File: src/rtl/alu_issue_stage_pkg.sv
// Shared types for the ALU issue stage: operation codes, sizes and
// the execute-stage (E) register bundle.
package alu_pkg;

    localparam int DATA_W = 16;
    localparam int NREG   = 8;
    localparam int REG_AW = 3;

    typedef enum logic [2:0] {
        ALU_ADD  = 3'b000,
        ALU_SUB  = 3'b001,
        ALU_AND  = 3'b010,
        ALU_OR   = 3'b011,
        ALU_XOR  = 3'b100,
        ALU_FLIP = 3'b101,
        ALU_LSR  = 3'b110,
        ALU_LSL  = 3'b111
    } alu_op_t;

    typedef struct packed {
        logic              valid;
        alu_op_t           op;
        logic [REG_AW-1:0] rd;
        logic [DATA_W-1:0] op1;
        logic [DATA_W-1:0] op2;
    } e_stage_t;

endpackage

File: src/rtl/alu_issue_stage_if.sv
// Instruction issue handshake: upstream (master) offers an instruction,
// the issue stage (slave) returns instr_ready.
interface alu_issue_stage_if;
    import alu_pkg::*;

    logic              instr_valid;
    logic              instr_ready;
    logic [2:0]        instr_op;
    logic [REG_AW-1:0] instr_rd;
    logic [REG_AW-1:0] instr_rs1;
    logic [REG_AW-1:0] instr_rs2;
    logic              instr_use_imm;
    logic [DATA_W-1:0] instr_imm;

    modport master (
        output instr_valid, instr_op, instr_rd, instr_rs1,
        output instr_rs2, instr_use_imm, instr_imm,
        input  instr_ready
    );

    modport slave (
        input  instr_valid, instr_op, instr_rd, instr_rs1,
        input  instr_rs2, instr_use_imm, instr_imm,
        output instr_ready
    );

endinterface

File: src/rtl/alu_issue_stage_regfile.sv
// 8x16 register file, r0 hardwired to zero, synchronous active-low reset.
// Ports: two operand reads (ra1/ra2), async debug read (da), one write.
module regfile_8x16
    import alu_pkg::*;
(
    input  logic              clk,
    input  logic              rst_n,
    input  logic [REG_AW-1:0] ra1,
    output logic [DATA_W-1:0] rd1,
    input  logic [REG_AW-1:0] ra2,
    output logic [DATA_W-1:0] rd2,
    input  logic [REG_AW-1:0] da,
    output logic [DATA_W-1:0] dd,
    input  logic              we,
    input  logic [REG_AW-1:0] wa,
    input  logic [DATA_W-1:0] wd
);

    logic [DATA_W-1:0] mem_q [NREG];
    logic [DATA_W-1:0] mem_d [NREG];

    always_comb begin
        mem_d = mem_q;
        if (we && wa != '0) begin
            mem_d[wa] = wd;
        end
    end

    always_ff @(posedge clk) begin
        if (!rst_n) begin
            for (int i = 0; i < NREG; i++) begin
                mem_q[i] <= '0;
            end
        end else begin
            mem_q <= mem_d;
        end
    end

    assign rd1 = (ra1 == '0) ? '0 : mem_q[ra1];
    assign rd2 = (ra2 == '0) ? '0 : mem_q[ra2];
    assign dd  = (da  == '0) ? '0 : mem_q[da];

endmodule

File: src/rtl/alu_issue_stage.sv
// ALU issue stage: reads operands, holds the execute register E that feeds
// an external combinational ALU, and commits its result to the register file.
// Ports: clk/rst_n, instr (issue handshake), stall, alu_in1/alu_in2/alu_sel,
// alu_result, wb_valid/wb_rd/wb_data, retire_cnt, dbg_addr/dbg_data.
// Build option: ALU_ISSUE_FWD_EN forwards alu_result instead of interlocking.
module alu_issue_stage
    import alu_pkg::*;
(
    input  logic               clk,
    input  logic               rst_n,
    alu_issue_stage_if.slave   instr,
    input  logic               stall,
    output logic [DATA_W-1:0]  alu_in1,
    output logic [DATA_W-1:0]  alu_in2,
    output logic [2:0]         alu_sel,
    input  logic [DATA_W-1:0]  alu_result,
    output logic               wb_valid,
    output logic [REG_AW-1:0]  wb_rd,
    output logic [DATA_W-1:0]  wb_data,
    output logic [15:0]        retire_cnt,
    input  logic [REG_AW-1:0]  dbg_addr,
    output logic [DATA_W-1:0]  dbg_data
);

    e_stage_t          e_q, e_d;
    logic              wb_valid_q, wb_valid_d;
    logic [REG_AW-1:0] wb_rd_q, wb_rd_d;
    logic [DATA_W-1:0] wb_data_q, wb_data_d;
    logic [15:0]       retire_q, retire_d;

    logic [DATA_W-1:0] rs1_data, rs2_data;
    logic [DATA_W-1:0] op1, op2;
    logic              rs1_hit, rs2_hit;
    logic              hazard, accept, commit;

    regfile_8x16 u_rf (
        .clk   (clk),
        .rst_n (rst_n),
        .ra1   (instr.instr_rs1),
        .rd1   (rs1_data),
        .ra2   (instr.instr_rs2),
        .rd2   (rs2_data),
        .da    (dbg_addr),
        .dd    (dbg_data),
        .we    (commit),
        .wa    (e_q.rd),
        .wd    (alu_result)
    );

    // A source depends on the instruction still sitting in E.
    assign rs1_hit = e_q.valid && (e_q.rd != '0)
                     && (instr.instr_rs1 == e_q.rd);
    assign rs2_hit = e_q.valid && (e_q.rd != '0)
                     && !instr.instr_use_imm
                     && (instr.instr_rs2 == e_q.rd);

`ifdef ALU_ISSUE_FWD_EN
    // Accept implies !stall, so E commits at the same edge and its
    // result is exactly what the register would hold afterwards.
    assign hazard = 1'b0;
    assign op1 = rs1_hit ? alu_result : rs1_data;
    assign op2 = instr.instr_use_imm ? instr.instr_imm
               : (rs2_hit ? alu_result : rs2_data);
`else
    assign hazard = rs1_hit || rs2_hit;
    assign op1 = rs1_data;
    assign op2 = instr.instr_use_imm ? instr.instr_imm : rs2_data;
`endif

    assign instr.instr_ready = rst_n && !stall && !hazard;
    assign accept = instr.instr_valid && instr.instr_ready;
    assign commit = e_q.valid && !stall;

    always_comb begin
        e_d = e_q;
        if (accept) begin
            e_d.valid = 1'b1;
            e_d.op    = alu_op_t'(instr.instr_op);
            e_d.rd    = instr.instr_rd;
            e_d.op1   = op1;
            e_d.op2   = op2;
        end else if (commit) begin
            e_d.valid = 1'b0;
        end
        wb_valid_d = commit;
        wb_rd_d    = commit ? e_q.rd : '0;
        wb_data_d  = commit ? alu_result : '0;
        retire_d   = retire_q + {15'd0, commit};
    end

    always_ff @(posedge clk) begin
        if (!rst_n) begin
            e_q        <= '0;
            wb_valid_q <= 1'b0;
            wb_rd_q    <= '0;
            wb_data_q  <= '0;
            retire_q   <= '0;
        end else begin
            e_q        <= e_d;
            wb_valid_q <= wb_valid_d;
            wb_rd_q    <= wb_rd_d;
            wb_data_q  <= wb_data_d;
            retire_q   <= retire_d;
        end
    end

    assign alu_in1    = e_q.op1;
    assign alu_in2    = e_q.op2;
    assign alu_sel    = e_q.op;
    assign wb_valid   = wb_valid_q;
    assign wb_rd      = wb_rd_q;
    assign wb_data    = wb_data_q;
    assign retire_cnt = retire_q;

endmodule
File: src/flat_wrapper.sv
// flat-port wrapper written by rule: the top's interface ports become plain ports
module alu_issue_stage_flat import alu_pkg::*;
  (clk, rst_n, stall, alu_in1, alu_in2, alu_sel, alu_result, wb_valid, wb_rd, wb_data, retire_cnt, dbg_addr, dbg_data, instr_instr_valid, instr_instr_op, instr_instr_rd, instr_instr_rs1, instr_instr_rs2, instr_instr_use_imm, instr_instr_imm, instr_instr_ready);
  alu_issue_stage_if instr_i ();
  input  logic clk;
  input  logic rst_n;
  input  logic stall;
  output logic [DATA_W-1:0] alu_in1;
  output logic [DATA_W-1:0] alu_in2;
  output logic [2:0] alu_sel;
  input  logic [DATA_W-1:0] alu_result;
  output logic wb_valid;
  output logic [REG_AW-1:0] wb_rd;
  output logic [DATA_W-1:0] wb_data;
  output logic [15:0] retire_cnt;
  input  logic [REG_AW-1:0] dbg_addr;
  output logic [DATA_W-1:0] dbg_data;
  input wire logic [$bits(instr_i.instr_valid)-1:0] instr_instr_valid;
  input wire logic [$bits(instr_i.instr_op)-1:0] instr_instr_op;
  input wire logic [$bits(instr_i.instr_rd)-1:0] instr_instr_rd;
  input wire logic [$bits(instr_i.instr_rs1)-1:0] instr_instr_rs1;
  input wire logic [$bits(instr_i.instr_rs2)-1:0] instr_instr_rs2;
  input wire logic [$bits(instr_i.instr_use_imm)-1:0] instr_instr_use_imm;
  input wire logic [$bits(instr_i.instr_imm)-1:0] instr_instr_imm;
  output wire logic [$bits(instr_i.instr_ready)-1:0] instr_instr_ready;
  assign instr_i.instr_valid = instr_instr_valid;
  assign instr_i.instr_op = instr_instr_op;
  assign instr_i.instr_rd = instr_instr_rd;
  assign instr_i.instr_rs1 = instr_instr_rs1;
  assign instr_i.instr_rs2 = instr_instr_rs2;
  assign instr_i.instr_use_imm = instr_instr_use_imm;
  assign instr_i.instr_imm = instr_instr_imm;
  assign instr_instr_ready = instr_i.instr_ready;
  alu_issue_stage u_core (.clk(clk), .rst_n(rst_n), .instr(instr_i), .stall(stall), .alu_in1(alu_in1), .alu_in2(alu_in2), .alu_sel(alu_sel), .alu_result(alu_result), .wb_valid(wb_valid), .wb_rd(wb_rd), .wb_data(wb_data), .retire_cnt(retire_cnt), .dbg_addr(dbg_addr), .dbg_data(dbg_data));
endmodule
File: config.mk
export PLATFORM = sky130hd
export DESIGN_NAME = alu_issue_stage_flat
export DESIGN_NICKNAME = d
export VERILOG_FILES = /design/src/rtl/alu_issue_stage_pkg.sv /design/src/rtl/alu_issue_stage_if.sv /design/src/rtl/alu_issue_stage_regfile.sv /design/src/rtl/alu_issue_stage.sv /design/src/flat_wrapper.sv
export SDC_FILE = /design/constraint.sdc
export NUM_CORES = 1
export LEC_CHECK = 0
export ABC_AREA = 0
export CORE_MARGIN = 2
export CORE_UTILIZATION = 48
export DETAILED_ROUTE_END_ITERATION = 10
export PLACE_DENSITY_LB_ADDON = 0.25
export SLEW_MARGIN = 10
export SYNTH_ARGS = -nofsm -noshare
export SYNTH_HDL_FRONTEND = slang
export SYNTH_SLANG_ARGS = --single-unit
File: constraint.sdc
create_clock -name clk -period 6.09 [get_ports clk]
set_input_delay 0.609 -clock clk [delete_from_list [all_inputs] [get_ports clk]]
set_output_delay 0.609 -clock clk [all_outputs]
set_load 0.05 [all_outputs]
==> summary.md, run 1 <==
| Metric | Value |
|---|---|
| Clk sink count | 187 |
| Fraction of layout cells with a size suffix above 1 | 15.2% |
| Post-synthesis cell area | 0.00995 mm² |
| IO Count | 140 |
| Via density | 5.83 |
| Cell breakdown of the critical path | clkdlybuf4s50_1 -> nor2b_1 -> buf_4 -> a221oi_1 -> a21oi_1 -> clkdlybuf4s50_1 |
| Post-route ant nets | 0 |
| Max Freq | approximately 0.26 GHz |
| Crit path top cell by count | clkdlybuf4s50_1 |
| # Max-Cap Violations | 0 |
| Clock-pin slew on the worst setup and hold paths | 60 ps |
| Max FO, Critical Path | 12 |
| Slew Limit Headroom | 25.4% |
| Post-CTS Resized | 0 |
| Syn Nets | between 1000 and 1500 |
| Yosys top cell area share | roughly 38% |
| Area leader, netlist | dfxtp_1 |
| Worst r2r src | u_core.e_q[38] |
| Setup TNS Final | 0 ps |
| Initial Util | a little under 50% |
| DP HPWL | 16800 µm |
| Cell Area, Placed | approximately 0.011 mm² |
| Worst min path class | reg -> reg |
| Seq cells post-synth | approximately 190 |
| DIE AREA | between 0.02 and 0.025 mm² |
| WL per Instance | slightly above 20 µm |
| Clock Latency Late Sink | roughly 440 ps |
| CTS tree | built |
| ANT cells | 0 |
| Global-route wire length before repair | 41900 µm |
| Clock Tree Root | clkbuf_16 |
| Critical Path Start | dbg_addr[1] |
| Row count | 52 |
| Largest net degree at the start of global routing | 112 |
| Yosys warns | 0 |
| WP depth | 6 |
| Power Density | between 200 and 250 mW/mm² |
| CP max stage cell | clkdlybuf4s50_1 |
| Post-route minimum period | between 3000 and 4000 ps |
| Hold path depth | 2 |
| Total Wirelength | roughly 27000 µm |
| CP delay by family, top | buffers and inverters |
| CTS Buf Count | 17 |
| Mean Syn Cell Area | slightly above 10 µm² |
| Total setup buffers inserted after CTS | 0 |
| Fin area | 0.0116 mm² |
| Final Max Slew Viols | 0 |
| Final core occ | 57.4% |
| Startpoint types | input port |
| Count of TritonRoute iterations in the first routing pass | 5 |
| HP Start | u_core.alu_in1[10] |
| Area delta synth->final | 17.0% |
| Max Root-Sink Buffers | 2 |
| Placer Congestion | around 0.84 |
| Number of port buffers | 139 |
| Die width | between 100 and 150 µm |
| WP data arrival | 3210 ps |
| Hold buffer count at cts | 0 |
| Vias in the first global route | between 7000 and 8000 |
| Initial DRC Count | 818 |
| Part of the cycle the worst path needs | 62.7% |
| Setup Viol. Count Final | 0 |
| Peak supply drop | a little under 0.2 mV |
| Asr flop ratio synth | 0% |
| Core area | ~0.020 mm² |
| Reg2reg path depth | 6 |
| H-tree levels | 4 |
| Cell with the most instances after synthesis | dfxtp_1 |
| Actual slew at the worst max-slew pin | 1110 ps |
| RSZ-0062 raised after global routing | false |
| Endpoint class of the critical path | primary output |
| Grt ovf | 0 |
| Synth top area cells | dfxtp_1, mux2i_1, mux4_2 |
| Crit path buffers/inverters | 3 |
| DR vias | around 7600 |
| Top_reg_cell synth | dfxtp_1 |
| Initial antenna violation count | 0 |
| Max stage delay on crit path | ~860 ps |
| Yosys cell types | 45 |
| Worst EP required | about 5500 ps |
| Drc violations | 0 |
| Outcome | finished clean |
| Sequential area share after synthesis | 37.6% |
| GRT Total Usage | between 20 and 25% |
| WS Path Type | in -> out |
| Nets | roughly 1100 |
| Final number of hold-violating endpoints | 0 |
| P_leak | between 4 and 5 nW |
| Clock Skew | a little over 7 ps |
| Post-Synthesis Cells | just under 1000 |
| Number of synthesized flops with an enable pin | 0 |
| Chip height | around 150 µm |
| Commonest cells in the netlist | dfxtp_1, mux2i_1, nand2_1 |
## cell usage in the layout (no fill, tap or decap), types with 2 or more instances in the layout
cell and instances:
or2_2 2, mux2i_1 112, a21boi_0 31, mux4_2 48, nor2b_1 82, ha_1 2, clkinvlp_4 4, mux2_2 48
xor2_1 10, nor3b_2 2, nand2_1 110, a221o_1 16, o221ai_1 16, nand3_1 11, o21ai_0 6, buf_4 16
nor3_1 2, a22oi_1 16, dfxtp_1 187, buf_2 3, nor2b_2 3, nand3b_1 3, a221oi_1 16, nand4_1 5
and2_1 17, and3_1 24, a21oi_1 33, inv_1 16, clkbuf_16 17, clkinv_4 5, clkinv_2 2, clkdlybuf4s50_1 135
xnor2_1 10, nor2_1 17
## layer usage
metal  global-route usage (%)  up-vias  wire (µm)  share of wire (%)
met1                     34.6     3731      12200                 45
met4                     8.10        0        579                2.1
met5                        0        -          0                  0
met2                     37.8      308      12100                 45
met3                     5.56       44       2180                8.1
li1                         -     3563          -                  -
## tightest hold or removal path, stage by stage, from the launching register on
cell and delay (ps):
dfxtp_1 310, nand2_1 50, mux2i_1 50
## where the power goes
part	switching [mW]	internal [mW]	total, mW
clock network	0.495	0.574	1.07
registers	0.00899	1.23	1.24
logic	0.175	0.108	0.283
## state kept, by name, indices dropped and copies added, names as in the netlist
register	count
u_core.u_rf.mem_q	112
u_core.alu_in1	16
u_core.alu_in2	16
u_core.retire_cnt	16
u_core.wb_data	16
u_core.e_q	4
u_core.alu_sel	3
u_core.wb_rd	3
u_core.wb_valid	1
## final timing paths
path | end | slack [ps]
max | dbg_data[14] | 2270
min | u_core.alu_in1[10] | 450
max reg2reg | u_core.u_rf.mem_q[1] | 3830
min reg2reg | u_core.alu_in1[10] | 450
## metrics by stage
step	worst slack, ps	instances	hold WS [ps]	power, mW
finish	2270	1312	453	2.59
global route	2210	1312	474	2.69
CTS	2310	1312	457	2.61
detailed placement	2320	1281	447	1.55
global placement	2330	1281	441	1.55
floorplan	3150	978	435	1.45
## final cells by class
class	instances	area (µm²)
Clock inverter	13	123
Sequential cell	187	3740
Inverter	17	63.8
Timing Repair Buffer	154	1490
Fill cell	1806	8650
Tap cell	270	338
Multi-Input combinational cell	653	5450
Clock buffer	18	439
## kinds of logic after synthesis
group | after synthesis | synth area share, %
simple gates | 286 | 14.9
fa+ha+maj | 2 | 0.251
flops | 187 | 37.6
xor+xnor | 20 | 1.76
compound gates | 137 | 10.2
buf+inv | 138 | 7.78
mux | 208 | 27.6
Power figures use the tool's default switching activity.
==> run 2, diff against run 1 <==
- clock period: 6.09 -> 3.5 ns (I/O delays scaled with it)
==> run 2 against run 1 <==
  * Worst hold slack worse by 29 ps
  * First-iteration DRC count is 15% lower
  * Clock power is 94% higher
  * Sequential cell count stayed put
  * Utilization is 1.8 points higher
  * Total power is 84% higher
  * Clock skew hardly changed
  * Critical path depth is 1 lower
  * Combinational power is 90% higher
  * Highest routed layer unchanged
  * Sequential power is 74% higher
==> summary.md, run 2 (same netlist as run 1, synthesis figures left out) <==
| Metric | Value |
|---|---|
| Global-route wire length before repair | 43100 µm (+2.9%) |
| CTS Buf Count | 17 (unchanged) |
| Most common cell after layout, fill and taps aside | dfxtp_1 |
| Switching share of power | 24.6% (-1.6 points) |
| Fraction of layout cells with a size suffix above 1 | 17.7% (+2.6 points) |
| RSZ-0062 raised after global routing | false |
| WS Path Type | in -> out |
| GRT Total Usage | 25.4% (+0.77 points) |
| Comb power frac | 11.2% (+0.3 points) |
| Clock Skew | 7.00 ps (-0.164 ps) |
| Die width | 148 µm (unchanged) |
| Total setup buffers inserted after CTS | 0 (unchanged) |
| Part of the cycle the worst path needs | between 70% and 80% |
| Power Density | 397 mW/mm² (+78%) |
| Core area | 0.0203 mm² (unchanged) |
| ANT cells | 0 (unchanged) |
| Startpoint types | input port |
| Hold buffer count at cts | 0 (unchanged) |
| WL per Instance | 20.9 µm (+1.5%) |
| Initial DRC Count | 693 (-15%) |
| IO Count | 140 (unchanged) |
| Max Freq | around 0.38 GHz |
| Total Wirelength | 27800 µm (+2.9%) |
| Chip height | 148 µm (unchanged) |
| Worst Hold End | u_core.alu_sel[1] |
| Via density | 5.86 (+0.61%) |
| Final core occ | 59.2% (+1.8 points) |
| Clk sink count | 187 (unchanged) |
| R2R Setup Slk | 1270 ps (-2560 ps) |
| Drc violations | 0 (unchanged) |
| CTS tree | built |
| Placer Congestion | 0.820 (-2.2%) |
| DP Cell Count | 1299 (+1.4%) |
| DR vias | 7798 (+2.0%) |
| Number of port buffers | 139 (unchanged) |
| Count of TritonRoute iterations in the first routing pass | 6 (+1) |
| Clock Tree Root | clkbuf_16 |
| Worst EP required | 3150 ps (-2330 ps) |
| Area delta synth->final | 20.8% |
| H-tree levels | 4 (unchanged) |
| Row count | 52 (unchanged) |
| Post-route minimum period | roughly 2600 ps |
| Actual slew at the worst max-slew pin | 832 ps (-281 ps) |
| Post-CTS Resized | 0 (unchanged) |
| Worst r2r src | u_core.e_q[34] |
| Max reg flops | 112 (unchanged) |
| Nets | 1102 (+1.7%) |
| Hold path depth | 5 (+3) |
| Outcome | finished clean |
| DIE AREA | 0.0219 mm² (unchanged) |
| Vias in the first global route | 7412 (+2.6%) |
| Commonest cells after routing, fill and taps aside | dfxtp_1, clkdlybuf4s50_1, mux2i_1, nand2_1, nor2b_1 |
| DP HPWL | 17900 µm (+6.4%) |
| Largest net degree at the start of global routing | 189 (+69%) |
| Setup TNS Final | 0 ps (unchanged) |
| RR Endpoint | u_core.alu_in1[9] |
| Peak supply drop | 0.360 mV (+85%) |
| Clock share of power | 43.5% (+2.3 points) |
| Reg2reg path depth | 5 (-1) |
| Internal Power | 3.60 mW (+88%) |
| Max FO, Critical Path | 15 (+3) |
| Endpoint class of the critical path | primary output |
| Finished Layout Cells | 1330 (+1.4%) |
| Slew Limit Headroom | 44.5% (+19 points) |
| Clock Latency Late Sink | 430 ps (about the same) |
| Final Max Slew Viols | 0 (unchanged) |
| HP Start | rst_n |
| P_leak | 4.38 nW (+5.0%) |
| Max Root-Sink Buffers | 2 (unchanged) |
| Pre-CTS setup slack | 958 ps (-1370 ps) |
| Initial antenna violation count | 0 (unchanged) |
| Initial Util | 49.0% (unchanged) |
| WP data arrival | 2260 ps (-950 ps) |
| Clock-pin slew on the worst setup and hold paths | 70 ps (about the same) |
| Net Sw Power | 1.18 mW (+73%) |
| Largest Register | u_core.u_rf.mem_q |
| Worst min path class | in -> reg |
| Final number of hold-violating endpoints | 0 (unchanged) |
| Fillers | 1743 (-3.5%) |
| Cell Area, Placed | 0.0114 mm² (+2.8%) |
| Post-route ant nets | 0 (unchanged) |
| Setup Viol. Count Final | 0 (unchanged) |
| Fin worst setup slack | 893 ps (-1380 ps) |
| Sequential cell fraction of total power | 45.3% (-2.6 points) |
| Grt ovf | 0 (unchanged) |
| Fin area | 0.0120 mm² (+3.2%) |
| # Max-Cap Violations | 0 (unchanged) |
==> run 2: area by class of cell <==
cell class / count / area [µm²] / area share [%]
clock inverters: 10 / 165 / 1.37
repair buffers: 172 / 1800 / 15.0
inverters: 17 / 63.8 / 0.531
well taps: 270 / 338 / 2.81
multi-input cells: 653 / 5450 / 45.3
clock buffers: 21 / 460 / 3.83
flip-flops and latches: 187 / 3740 / 31.1
==> run 2: through the flow <==
stage               power, mW  hold slack [ps]
floorplan                2.53              435
CTS                      4.79              412
global placement         2.74              442
finish                   4.77              424
global route             4.91              471
detailed placement       2.74              447
==> run 2: power by group through the flow <==
stage          Sequential, mW  Combinational, mW  Clock, mW
3_3_place_gp             2.21              0.530          0
2_1_floorplan            2.21              0.320          0
5_1_grt                  2.16              0.558       2.19
6_report                 2.16              0.537       2.08
4_1_cts                  2.16              0.533       2.10
3_5_place_dp             2.21              0.532          0
==> run 2: worst max path at each step <==
stage,cells past startpoint,from,to
2_1_floorplan,5,dbg_addr[0],dbg_data[11]
3_3_place_gp,5,dbg_addr[2],dbg_data[8]
3_5_place_dp,5,dbg_addr[2],dbg_data[13]
4_1_cts,5,dbg_addr[2],dbg_data[13]
5_1_grt,6,dbg_addr[1],dbg_data[3]
6_report,5,dbg_addr[2],dbg_data[13]
==> run 2: worst max-delay path: stages <==
cell and delay [ps]:
clkdlybuf4s50_1 970, buf_4 340, a221oi_1 80, a21oi_1 310, buf_12 190
==> run 2: routing by layer <==
metal	part of all wire [%]	global-route usage (%)	up-vias	wire [µm]
li1	-	-	3600	-
met1	45	36.0	3807	12600
met2	45	39.3	342	12500
met3	7.8	5.06	49	2180
met4	2.0	7.76	0	567
met5	0	0	-	0
==> run 3, diff against run 2 <==
- clock period: 3.5 -> 2.4 ns (I/O delays scaled with it)
==> run 3 against run 2 <==
  * Total power grew 44%
  * Worst setup slack got worse by 790 ps
  * Count of clock-buffer cells in the layout is 3 higher
  * Sequential share of layout area fell by 0.53 points
  * First-iteration DRC count increased by 9.5%
  * Clock power is 39% higher
  * Die area unchanged
  * Wire length decreased by 0.92%
  * Via count fell by 0.51%
  * Combinational power up 52%
  * Final cell count grew 0.75%
  * Utilization is 1.1 points higher
  * Critical endpoint is now dbg_data[15]
==> summary.md, run 3 (same netlist as run 1, synthesis figures left out) <==
| Metric | Value |
|---|---|
| FF+latch area | 0.00375 mm² (about the same) |
| IO Count | 140 (unchanged) |
| DR vias | 7758 (-0.51%) |
| Clock Latency Late Sink | 430 ps (about the same) |
| Max stage delay on crit path | 570 ps (-400 ps) |
| Max FO, Critical Path | 10 (-5) |
| Initial antenna violation count | 1 (+1) |
| WS Path Type | in -> out |
| Most common cell after layout, fill and taps aside | dfxtp_1 |
| Multi-input gate area | 0.00545 mm² (unchanged) |
| Max Root-Sink Buffers | 2 (unchanged) |
| Commonest cells after routing, fill and taps aside | dfxtp_1, clkdlybuf4s50_1, mux2i_1, nand2_1, nor2b_1 |
| Setup TNS Final | 0 ps (unchanged) |
| Clock Tree Root | clkbuf_16 |
| Post-route minimum period | around 2300 ps |
| Vias in the first global route | 7358 (-0.73%) |
| CTS Buf Count | 17 (unchanged) |
| Chip height | 148 µm (unchanged) |
| Total Wirelength | 27600 µm (-0.92%) |
| Part of the cycle the worst path needs | 95.7% |
| Worst EP required | 2160 ps (-990 ps) |
| Largest Register | u_core.u_rf.mem_q |
| Placer Congestion | 0.834 (+1.7%) |
| Final number of hold-violating endpoints | 0 (unchanged) |
| H-tree levels | 4 (unchanged) |
| Actual slew at the worst max-slew pin | 643 ps (-189 ps) |
| Row count | 52 (unchanged) |
| Post-route ant nets | 0 (unchanged) |
| RSZ-0062 raised after global routing | false |
| Hold buffer count at cts | 0 (unchanged) |
| Fraction of layout cells with a size suffix above 1 | 18.7% (+0.96 points) |
| Nets | 1111 (+0.82%) |
| Largest net degree at the start of global routing | 165 (-13%) |
| Initial Util | 49.0% (unchanged) |
| Count of TritonRoute iterations in the first routing pass | 9 (+3) |
| CP delay by family, top | buffers and inverters |
| Die width | 148 µm (unchanged) |
| Number of port buffers | 139 (unchanged) |
| Worst min path class | in -> reg |
| Via density | 5.79 (-1.3%) |
| # Max-Cap Violations | 0 (unchanged) |
| Clk sink count | 187 (unchanged) |
| Core area | 0.0203 mm² (unchanged) |
| Setup Viol. Count Final | 0 (unchanged) |
| P_leak | 4.48 nW (+2.1%) |
| Final core occ | 60.3% (+1.1 points) |
| WL per Instance | 20.6 µm (-1.7%) |
| Clock Skew | 7.38 ps (+0.383 ps) |
| Peak supply drop | 0.475 mV (+32%) |
| Initial DRC Count | 759 (+9.5%) |
| GRT Total Usage | 25.1% (-0.36 points) |
| ANT cells | 0 (unchanged) |
| Drc violations | 0 (unchanged) |
| Max reg flops | 112 (unchanged) |
| Crit path buffers/inverters | 4 (+1) |
| Outcome | finished clean |
| CP max stage cell | clkdlybuf4s50_1 |
| Fillers | 1700 (-2.5%) |
| Area delta synth->final | 23.0% |
| Max Freq | 0.435 GHz |
| Crit path top cell by count | buf_12 |
| Slew Limit Headroom | 57.1% (+13 points) |
| Cell breakdown of the critical path | clkdlybuf4s50_1 -> buf_12 -> nor2b_1 -> buf_4 -> a221oi_1 -> a21oi_1 -> buf_12 |
| DP HPWL | 17800 µm (-0.56%) |
| Endpoint class of the critical path | primary output |
| Grt ovf | 0 (unchanged) |
| DIE AREA | 0.0219 mm² (unchanged) |
| CTS tree | built |
| Power Density | 561 mW/mm² (+41%) |
| Startpoint types | input port |
| Clock-pin slew on the worst setup and hold paths | 70 ps (about the same) |
| Global-route wire length before repair | 42500 µm (-1.5%) |
| Final Max Slew Viols | 0 (unchanged) |
| WP data arrival | 2060 ps (-200 ps) |
-- run 3: cell count changes in the layout (fill, tap and decap cells not counted), sizes merged --
cell	change
clkbuf	+3
buf	+9
inv	-1
clkinv	+1
bufinv	-2
-- run 3: repair_timing --
action / 4_1_cts / 5_1_grt
setup buffers: 0 / 0
setup endpoints to repair: 0 / 1
hold endpoints to repair: 0 / 0
gates resized for setup: 0 / 2
-- run 3: worst paths after layout --
path | endpoint | slack (ps) | cells past startpoint | from
max | dbg_data[15] | 100 | 7 | dbg_addr[1]
min | u_core.alu_sel[2] | 210 | 3 | rst_n
max reg2reg | u_core.u_rf.mem_q[74] | 490 | 7 | u_core.e_q[38]
min reg2reg | u_core.alu_in1[10] | 460 | 2 | u_core.alu_in1[10]
-- run 3: report_power, final --
part	switching (mW)	leakage, nW	internal (mW)
combinational	0.466	2.68	0.348
clock	1.22	0.289	1.68
sequential	0.0237	1.51	3.13
total	1.70	4.48	5.16
-- run 3: per-layer routing --
layer  track usage (%)  wire length (µm)  vias to the layer above
met3              6.33              2170                       59
li1                  -                 -                     3611
met5                 0                 0                        -
met2              38.8             12400                      337
met4              8.57               756                        0
met1              34.2             12200                     3751
-- run 3: area by class of cell --
| class | instances | area share, % |
|---|---|---|
| multi-input cells | 653 | 44.5 |
| flip-flops and latches | 187 | 30.6 |
| repair buffers | 181 | 16.6 |
| clock buffers | 24 | 4.10 |
| well taps | 270 | 2.76 |
| clock inverters | 8 | 0.889 |
| inverters | 17 | 0.521 |
-- run 3: worst min-delay path, stage by stage --
cell and delay (ps):
buf_4 200, nand2_1 90, o21ai_0 60
-- run 3: per-stage QoR --
stage	instance area, µm²	std cells	hold WS, ps	worst slack, ps	power [mW]
after floorplan	9950	978	370	199	3.69
after global placement	11600	1308	442	151	4.03
after detailed placement	11600	1308	447	128	4.03
after CTS	12200	1340	193	30.2	6.92
after global routing	12200	1340	208	45.3	7.08
final	12200	1340	211	104	6.86
